`config.mk`:
```
export PLATFORM = sky130hd
export DESIGN_NAME = wb_reg_slave
export DESIGN_NICKNAME = d
export VERILOG_FILES = /design/src/rtl/wb_reg_slave.sv
export SDC_FILE = /design/constraint.sdc
export NUM_CORES = 1
export LEC_CHECK = 0
export ABC_CLOCK_PERIOD_IN_PS = 7600
export CAP_MARGIN = 20
export CORE_AREA = 2 2 137 139
export DETAILED_ROUTE_END_ITERATION = 12
export DIE_AREA = 0 0 139 141
export REMOVE_ABC_BUFFERS = 1
export SKIP_LAST_GASP = 1
export SYNTH_ARGS = -nofsm -noshare
export SYNTH_HDL_FRONTEND = slang
export SYNTH_SLANG_ARGS = --single-unit
```
`constraint.sdc`:
```
create_clock -name clk -period 7.6 [get_ports clk]
set_input_delay 1.52 -clock clk [delete_from_list [all_inputs] [get_ports clk]]
set_output_delay 1.52 -clock clk [all_outputs]
set_load 0.05 [all_outputs]
```
`src/rtl/wb_reg_slave.sv`:
```
// Wishbone classic-cycle register slave: control, W1C status, reload timer,
// software interrupt and scratch registers behind programmable wait states.
module wb_reg_slave #(
  parameter int unsigned WAIT_STATES = 1
) (
  input  logic        clk,
  input  logic        rst_n,
  input  logic [7:0]  adr,
  input  logic [31:0] dat_i,
  input  logic        we,
  input  logic        stb,
  input  logic        cyc,
  output logic [31:0] dat_o,
  output logic        ack,
  output logic        intr
);

  typedef enum logic [1:0] {
    S_IDLE = 2'd0,
    S_WAIT = 2'd1,
    S_ACK  = 2'd2
  } state_t;

  localparam bit         NO_WAIT   = (WAIT_STATES == 0);
  localparam logic [3:0] WAIT_INIT = NO_WAIT ? 4'd0 : 4'(WAIT_STATES - 1);

  state_t      state_q, state_d;
  logic [3:0]  cnt_q, cnt_d;
  logic [5:0]  word_q, word_d;
  logic        we_q, we_d;
  logic [31:0] wdat_q, wdat_d;

  logic [2:0]  ctrl_q, ctrl_d;
  logic [1:0]  stat_q, stat_d;
  logic [31:0] load_q, load_d;
  logic [31:0] count_q, count_d;
  logic [31:0] scratch_q, scratch_d;
  logic [31:0] dat_o_q, dat_o_d;

  logic        req;
  logic        commit;
  logic [5:0]  c_word;
  logic        c_we;
  logic [31:0] c_wdat;
  logic        timer_set;
  logic        sw_set;
  logic [1:0]  w1c;
  logic [31:0] rdata;
  logic        unused_adr_bits;

  assign req             = cyc & stb;
  assign unused_adr_bits = ^adr[1:0];

  // Commit happens on the edge entering S_ACK; with no wait states that edge
  // is the sampling edge, so the live bus is used instead of the latch.
  always_comb begin
    state_d = state_q;
    cnt_d   = cnt_q;
    word_d  = word_q;
    we_d    = we_q;
    wdat_d  = wdat_q;
    commit  = 1'b0;
    c_word  = word_q;
    c_we    = we_q;
    c_wdat  = wdat_q;
    case (state_q)
      S_IDLE: begin
        if (req) begin
          word_d = adr[7:2];
          we_d   = we;
          wdat_d = dat_i;
          c_word = adr[7:2];
          c_we   = we;
          c_wdat = dat_i;
          if (NO_WAIT) begin
            state_d = S_ACK;
            commit  = 1'b1;
          end else begin
            state_d = S_WAIT;
            cnt_d   = WAIT_INIT;
          end
        end
      end
      S_WAIT: begin
        if (!req) begin
          state_d = S_IDLE;
        end else if (cnt_q == 4'd0) begin
          state_d = S_ACK;
          commit  = 1'b1;
        end else begin
          cnt_d = cnt_q - 4'd1;
        end
      end
      S_ACK:   state_d = S_IDLE;
      default: state_d = S_IDLE;
    endcase
  end

  always_comb begin
    ctrl_d    = ctrl_q;
    load_d    = load_q;
    count_d   = count_q;
    scratch_d = scratch_q;
    timer_set = 1'b0;
    sw_set    = 1'b0;
    w1c       = 2'b00;
    if (ctrl_q[0]) begin
      if (count_q == 32'd0) begin
        count_d   = load_q;
        timer_set = 1'b1;
      end else begin
        count_d = count_q - 32'd1;
      end
    end
    // A LOAD write overrides a reload on the same edge.
    if (commit && c_we) begin
      case (c_word)
        6'd0: ctrl_d = c_wdat[2:0];
        6'd1: w1c = c_wdat[1:0];
        6'd2: begin
          load_d  = c_wdat;
          count_d = c_wdat;
        end
        6'd4: sw_set = c_wdat[0];
        6'd5: scratch_d = c_wdat;
        default: ;
      endcase
    end
    stat_d = (stat_q & ~w1c) | {sw_set, timer_set};

    rdata = 32'd0;
    case (c_word)
      6'd0: rdata = {29'd0, ctrl_q};
      6'd1: rdata = {30'd0, stat_q};
      6'd2: rdata = load_q;
      6'd3: rdata = count_q;
      6'd5: rdata = scratch_q;
      default: rdata = 32'd0;
    endcase
    dat_o_d = (commit && !c_we) ? rdata : dat_o_q;
  end

  always_ff @(posedge clk) begin
    if (!rst_n) begin
      state_q   <= S_IDLE;
      cnt_q     <= 4'd0;
      word_q    <= 6'd0;
      we_q      <= 1'b0;
      wdat_q    <= 32'd0;
      ctrl_q    <= 3'd0;
      stat_q    <= 2'd0;
      load_q    <= 32'd0;
      count_q   <= 32'd0;
      scratch_q <= 32'd0;
      dat_o_q   <= 32'd0;
    end else begin
      state_q   <= state_d;
      cnt_q     <= cnt_d;
      word_q    <= word_d;
      we_q      <= we_d;
      wdat_q    <= wdat_d;
      ctrl_q    <= ctrl_d;
      stat_q    <= stat_d;
      load_q    <= load_d;
      count_q   <= count_d;
      scratch_q <= scratch_d;
      dat_o_q   <= dat_o_d;
    end
  end

  assign ack   = (state_q == S_ACK);
  assign dat_o = dat_o_q;
  assign intr  = |(stat_q & ctrl_q[2:1]);

endmodule
```
==> metrics.md, run 1 <==
| Metric | Value |
|---|---|
| Cell Pwr Density | ~210 nW/um^2 |
| Num rows | 50 |
| Outcome | finished clean |
| Final Max Tran Viols | 0 |
| Final wirelength | about 21000 um |
| Vias in the first global route | 6505 |
| Multiplexer area fraction after synthesis | under 10% |
| Clk_lat worst skew | 0.44 ns |
| Slew Limit Headroom | 30.92% |
| # fillers | 1778 |
| R2R setup slack | just over 4 ns |
| N_diodes | 0 |
| # Max-Cap Violations | 0 |
| Startpoint types | primary input |
| Vias per cell | 5.695 |
| Tot GR Track Use | a little over a fifth |
| DRT antenna net count | 0 |
| Worst setup path startpoint | cyc |
| Reg2reg start | state_q[0]$_SDFFE_PN0P_ |
| CP endpoint | count_q[29]$_SDFF_PN0_ |
| Post_cts resized | 0 |
| Unrepaired setup endpoints after global routing | no |
| Post-Synth Simple-Gate Area | roughly a fifth |
| Fin Hold WS | between 0.4 and 0.5 ns |
| Sequential area share after synthesis | between 40% and 50% |
| Post-synthesis cell count | 900 |
| RR Endpoint | count_q[29]$_SDFF_PN0_ |
| Sequential share of power | between 40% and 50% |
| DRT Pass-1 Iters | 8 |
| Mapped Avg Cell Area | about 8.5 um^2 |
| Residual DRC | 0 |
| EDFF count, synth | 0 |
| Data required, critical path | around 8 ns |
| Utilization after layout | between 50 and 60% |
| Die width | roughly 140 um |
| Wirelength per Cell | around 17 um |
| Fin Setup TNS | 0 ns |
| Final setup violation count | 0 |
| Leakage | approximately 0.0035 uW |
| Post-synth ARST share | 0% |
| DP Cell Count | 1167 |
| Critical path class | primary input to flip-flop |
| Via count | between 6000 and 7000 |
| Die area | 19600 um^2 |
| Nets | roughly 1000 |
| Hold Path Class | flip-flop to flip-flop |
| Number of post-CTS setup repair buffers | 0 |
| Fmax | approximately 0.21 GHz |
| PortBufs | 76 |
| Core Region | 18270 um^2 |
| FF-to-FF path depth | 8 |
| Initial drt markers | 610 |
| CTS HTree Levels | 4 |
| Num ports | ~80 |
| First-pass GRT wire length | about 35000 um |
| Comb power frac | roughly 6% |
| Die Height | 141 um |
| VDD IR max | ~0.00017 V |
| Total power | ~2000 uW |
| P_int | between 1500 and 2000 uW |
| Synth Area in XOR/XNOR | less than 1% |
| Yosys warns | 0 |
| Sw frac | a little under a quarter |
| TritonCTS Sinks | approximately 180 |
| Pin count of the biggest net entering global routing | 53 |
| Global route overflow | 0 |
| CTS buffer count | 17 |
| # hold bufs at CTS | 0 |
| Period utilization | 61.50% |
| Crit path time final | around 4.7 ns |
| Worst slew pin tran | approximately 1.0 ns |
| Area Overhead vs Synth | 21.61% |
| Clk slew on worst S/H paths | 0.06 ns |
| CTS tree | done |
| Cell Area, Synth | between 7000 and 8000 um^2 |
| Main flop type after synthesis | dfxtp_1 |
| Antenna violations before repair | 0 |
| Critical path capture point type | flip-flop |
| Clock network power share | 46.6% |
| Initial Util | 42.09% |
| WP data arrival | 4.94 ns |
| Layout cells sized above 1 | under 10% |
| Final hold violation count | 0 |
| Fin cells | 1199 |
| CTS root buf | clkbuf_16 |
| Register bit total from synthesis | between 150 and 200 |
| Adder-cell share of the synthesized area | 0.6509% |
| Main combinational cell family by area after synthesis | compound AO/OA/AOI/OAI gates |
| Post-DP HPWL | 13840 um |
| GPL Wtd Cong | 0.8500 |
| P_sw | about 460 uW |
| CP max FO | 43 |
| Compound-cell area share of the yosys netlist | around 22% |
| Yosys cell types | between 60 and 70 |
| Setup Skew | about 0.0063 ns |
| Clock buffer depth | 2 |
## power by group through the flow
stage	combinational (uW)	sequential [uW]	clock, uW
3_3_place_gp	120	971	0
3_5_place_dp	120	971	0
6_report	120	950	932
4_1_cts	121	950	946
5_1_grt	132	951	989
2_1_floorplan	69.0	970	0
## routing by layer
metal | wire length, um | GRT usage (%) | share of wire (%)
met2 | 9700 | 35.68 | 46
met4 | 189 | 5.051 | 0.90
met3 | 1073 | 4.518 | 5.1
met1 | 9970 | 29.44 | 48
met5 | 0 | 0 | 0
## worst max-delay path: stages
cell             delay [ns]
clkdlybuf4s50_1        0.57
nand4bb_4              0.40
nor3b_1                0.38
a22o_1                 0.20
buf_4                  0.38
nor2b_4                0.91
buf_12                 0.31
a21o_1                 0.17
a41oi_1                0.05
## synth_stat cells, types with 2 or more instances
library cell | number | share of area (%)
dfxtp_1 | 178 | 46
nor2_1 | 158 | 7.7
nand2_1 | 84 | 4.1
o21ai_0 | 49 | 3.2
clkbuf_1 | 47 | 2.3
a21oi_1 | 44 | 2.9
mux2i_1 | 41 | 5.3
a211oi_1 | 36 | 3.5
a222oi_1 | 29 | 3.8
a21o_1 | 27 | 2.6
nand3_1 | 20 | 1.3
nor3_1 | 20 | 1.3
a31oi_1 | 12 | 0.98
nor4_1 | 12 | 0.98
inv_1 | 11 | 0.54
nand4_1 | 10 | 0.81
or4_1 | 10 | 0.98
buf_1 | 9 | 0.44
buf_2 | 8 | 0.52
or3_1 | 8 | 0.65
o211ai_1 | 7 | 0.68
a22o_1 | 5 | 0.57
a41oi_1 | 5 | 0.57
nor2b_1 | 5 | 0.41
a221oi_1 | 4 | 0.46
ha_1 | 4 | 0.65
mux2_2 | 4 | 0.59
o31ai_1 | 4 | 0.39
a32oi_1 | 3 | 0.34
and3_1 | 3 | 0.24
nor3b_1 | 3 | 0.29
nor4b_1 | 3 | 0.34
a22oi_1 | 2 | 0.20
nand2b_1 | 2 | 0.16
nor4bb_1 | 2 | 0.26
o22ai_1 | 2 | 0.16
o2bb2ai_1 | 2 | 0.23
o41ai_1 | 2 | 0.23
xor2_1 | 2 | 0.23
## state kept, by name, summed over array words and instances, names as in the netlist
signal and flops:
count_q 32, state_q 2, wdat_q 32, load_q 32, stat_q 2, scratch_q 32, dat_o 32, ctrl_q 3
we_q 1, word_q 6, cnt_q 4
## per-stage QoR
stage	setup slack, ns	instance area [um^2]
2_1_floorplan	-0.3394	7438
3_3_place_gp	2.479	8716
3_5_place_dp	2.499	8728
4_1_cts	2.935	9345
5_1_grt	2.704	9350
6_report	2.926	9350
## area by class of cell
class	count	area (um^2)	area share, %
Timing Repair Buffer	98	933.4	9.983
Inverter	11	42.54	0.4550
Tap cell	234	292.8	3.131
Clock buffer	19	432.9	4.630
Multi-Input combinational cell	647	3901	41.72
Sequential cell	178	3563	38.11
Clock inverter	12	183.9	1.967
## how the worst min path moves through the flow
| stage | from | endpoint | slack, ns | cells after the start |
|---|---|---|---|---|
| after detailed placement | dat_o[29]$_SDFFE_PN0P_ | dat_o[29]$_SDFFE_PN0P_ | 0.44 | 2 |
| final | dat_o[27]$_SDFFE_PN0P_ | dat_o[27]$_SDFFE_PN0P_ | 0.45 | 2 |
| after global placement | dat_o[27]$_SDFFE_PN0P_ | dat_o[27]$_SDFFE_PN0P_ | 0.44 | 2 |
| after CTS | dat_o[29]$_SDFFE_PN0P_ | dat_o[29]$_SDFFE_PN0P_ | 0.46 | 2 |
| after floorplan | we_q$_SDFF_PN0_ | we_q$_SDFF_PN0_ | 0.43 | 2 |
| after global routing | dat_o[30]$_SDFFE_PN0P_ | dat_o[30]$_SDFFE_PN0P_ | 0.48 | 2 |
## cells in the final DEF (no fill, tap or decap), types with 3 or more instances in the layout
| master | count |
|---|---|
| dfxtp_1 | 178 |
| nor2_1 | 157 |
| nand2_1 | 84 |
| clkdlybuf4s50_1 | 76 |
| o21ai_0 | 49 |
| a21oi_1 | 44 |
| mux2i_1 | 41 |
| a211oi_1 | 36 |
| a222oi_1 | 29 |
| a21o_1 | 27 |
| nor3_1 | 20 |
| nand3_1 | 20 |
| buf_4 | 19 |
| clkbuf_16 | 17 |
| nor4_1 | 12 |
| a31oi_1 | 12 |
| inv_1 | 10 |
| nand4_1 | 10 |
| or4_1 | 10 |
| or3_1 | 8 |
| o211ai_1 | 7 |
| a22o_1 | 5 |
| a41oi_1 | 5 |
| a221oi_1 | 4 |
| mux2_2 | 4 |
| ha_1 | 4 |
| bufinv_16 | 4 |
| clkinv_4 | 4 |
| a32oi_1 | 3 |
| and3_1 | 3 |
| o31ai_1 | 3 |
| nor4b_1 | 3 |
| nor3b_1 | 3 |
| nor2b_1 | 3 |
## kinds of logic (layout without fill, tap and decap cells)
| logic type | Yosys count | in the layout |
|---|---|---|
| compound gates | 243 | 243 |
| xor+xnor | 3 | 3 |
| fa+ha+maj | 4 | 4 |
| buf+inv | 75 | 140 |
| flops | 178 | 178 |
| mux | 45 | 45 |
| simple gates | 352 | 352 |
Power figures use the tool's default switching activity.
==> run 2: changes to the inputs <==
Settings changed: ABC_CLOCK_PERIOD_IN_PS 7600 to 3900.
Clock period 7.6 ns to 3.9 ns, I/O delays scaled along.
==> run 2 against run 1 <==
Register-to-register slack lost 3.1 ns. Utilization up 0.47 points. Clock skew is 0.0044 ns higher. Via count is 1.4% higher. Sequential share of layout area down 0.35 points. Wire length grew 1.0%. Hold slack got worse by 0.0016 ns. Sequential power is 95% higher. Cell count up 1.1%. First-iteration DRC count is 13% lower. Count of clock-buffer cells in the layout grew 2. Global-route usage grew 0.26 points. Critical path type unchanged.
==> metrics.md, run 2 (synthesized netlist as in run 1, its figures left out) <==
| Metric | Value |
|---|---|
| Clk_lat worst skew | 0.43 ns (about the same) |
| Die area | 19600 um^2 (unchanged) |
| Die Height | 141 um (unchanged) |
| Leakage | 0.003582 uW (+1.8%) |
| CP max FO | 45 (+4.7%) |
| WP buf/inv | 2 (-1) |
| Residual DRC | 0 (unchanged) |
| Comb power frac | 6.2% (+0.2 points) |
| Data required, critical path | 4.22 ns (-3.64 ns) |
| Slew Limit Headroom | 47.76% (+17 points) |
| Antenna violations before repair | 0 (unchanged) |
| Wirelength per Cell | 17.45 um (about the same) |
| Clock buffer depth | 2 (unchanged) |
| Nets | 1015 (+1.3%) |
| CTS HTree Levels | 4 (unchanged) |
| Post_cts resized | 0 (unchanged) |
| Crit path time final | 2.917 ns |
| # Max-Cap Violations | 0 (unchanged) |
| P_int | 2961 uW (+92%) |
| Num ports | 79 (unchanged) |
| Fmax | around 0.34 GHz |
| Clk slew on worst S/H paths | 0.06 ns (about the same) |
| Sw frac | 22.29% (-0.49 points) |
| # fillers | 1774 (-0.22%) |
| Placement Cell Area | 8851 um^2 (+1.4%) |
| Tot GR Track Use | 21.94% (+0.26 points) |
| DRT Pass-1 Iters | 6 (-2) |
| N_diodes | 0 (unchanged) |
| P_sw | 849.4 uW (+86%) |
| CTS root buf | clkbuf_16 |
| Startpoint types | primary input |
| Number of post-CTS setup repair buffers | 0 (unchanged) |
| Setup Skew | 0.01066 ns (+0.004367 ns) |
| Design area | 9437 um^2 (+0.92%) |
| Period utilization | around three quarters |
| Post-DP HPWL | 14500 um (+4.7%) |
| Final hold violation count | 0 (unchanged) |
| Pin count of the biggest net entering global routing | 64 (+21%) |
| Outcome | finished clean |
| Clock network power share | 45.2% (-1.4 points) |
| Delay-heaviest family, CP | simple AND/OR/NAND/NOR gates |
| Area Overhead vs Synth | 22.73% |
| Sequential share of power | 48.6% (+1.1 points) |
| First-pass GRT wire length | 34930 um (+1.2%) |
| Cell Pwr Density | 403.8 nW/um^2 (+89%) |
| TritonCTS Sinks | 178 (unchanged) |
| Commonest non-fill, non-tap cells in the layout | dfxtp_1, nor2_1, nand2_1 |
| Global route overflow | 0 (unchanged) |
| Crit path cell chain | clkdlybuf4s50_1, nor4_1, nor3b_1, a22o_1, nor2b_4, buf_12, nor4_1, a22o_1 |
| # hold bufs at CTS | 0 (unchanged) |
| CTS buffer count | 17 (unchanged) |
| Vias per cell | 5.711 (+0.29%) |
| Hold Path Class | flip-flop to flip-flop |
| Critical path capture point type | flip-flop |
| CTS tree | done |
| DRT antenna net count | 0 (unchanged) |
| Via count | 6922 (+1.4%) |
| CP max-delay cell | nor4_1 |
| Commonest non-fill, non-tap cell in the layout | dfxtp_1 |
| Critical path class | primary input to flip-flop |
| Die width | 139 um (unchanged) |
| WP data arrival | 3.24 ns (-1.70 ns) |
| Layout cells sized above 1 | 8.487% (+1.1 points) |
| Final wirelength | 21150 um (+1.0%) |
| GPL Wtd Cong | 0.8421 (-0.93%) |
| Final setup violation count | 0 (unchanged) |
| Unrepaired setup endpoints after global routing | no |
| Initial drt markers | 529 (-13%) |
| Initial Util | 42.09% (unchanged) |
| Fin Setup TNS | 0 ns (unchanged) |
| Worst slew pin tran | 0.7765 ns (-0.2597 ns) |
| Crit-path max cell delay | 0.46 ns (-0.45 ns) |
| VDD IR max | 0.0002973 V (+79%) |
| Core Region | 18270 um^2 (unchanged) |
| Final Max Tran Viols | 0 (unchanged) |
| Vias in the first global route | 6626 (+1.9%) |
| PortBufs | 76 (unchanged) |
| Num rows | 50 (unchanged) |
run 2: per-stage QoR:
| step | setup slack (ns) | hold slack [ns] | power [uW] | util, % | cells |
|---|---|---|---|---|---|
| global route | 0.7679 | 0.4835 | 3954 | 51.66 | 1212 |
| CTS | 0.9977 | 0.4579 | 3859 | 51.66 | 1212 |
| global placement | 0.5508 | 0.4362 | 2129 | 48.42 | 1180 |
| finish | 0.9831 | 0.4494 | 3811 | 51.66 | 1212 |
| floorplan | -3.299 | 0.4329 | 2025 | - | 836 |
| detailed placement | 0.5473 | 0.4425 | 2131 | 48.45 | 1181 |
run 2: power by group through the flow:
stage	sequential (uW)	clock [uW]	combinational (uW)
final	1850	1720	238
after global routing	1850	1840	262
after CTS	1850	1770	239
after detailed placement	1890	0	238
after global placement	1890	0	237
after floorplan	1890	0	135
run 2: worst min-delay path, stage by stage, from the launching register on:
cell	delay (ns)
dfxtp_1	0.32
nand2_1	0.04
o21ai_0	0.05
run 2: path summary, 6_finish.rpt:
kind	from	to	slack, ns	depth (start not counted)
worst max-delay path	adr[5]	count_q[12]$_SDFF_PN0_	0.98	8
worst min-delay path	dat_o[26]$_SDFFE_PN0P_	dat_o[26]$_SDFFE_PN0P_	0.45	2
worst max register to register	count_q[15]$_SDFF_PN0_	count_q[9]$_SDFF_PN0_	1.03	5
worst min register to register	dat_o[26]$_SDFFE_PN0P_	dat_o[26]$_SDFFE_PN0P_	0.45	2
run 2: layout make-up:
class,count,area (um^2),area share [%]
clock inverter,10,135.1,1.432
timing repair buffer,111,1059,11.22
tap,234,292.8,3.103
inverter,11,42.54,0.4508
sequential,178,3563,37.76
clock buffer,21,450.4,4.773
multi-input combinational,647,3894,41.26
run 2: metal layers:
| metal | global-route usage, % | up-vias | share of wire (%) | routed length [um] |
|---|---|---|---|---|
| met3 | 4.382 | 24 | 4.1 | 862 |
| met5 | 0 | - | 0 | 0 |
| met2 | 35.23 | 159 | 46 | 9781 |
| li1 | - | 3443 | - | - |
| met1 | 29.88 | 3296 | 48 | 10200 |
| met4 | 6.911 | 0 | 1.4 | 304 |
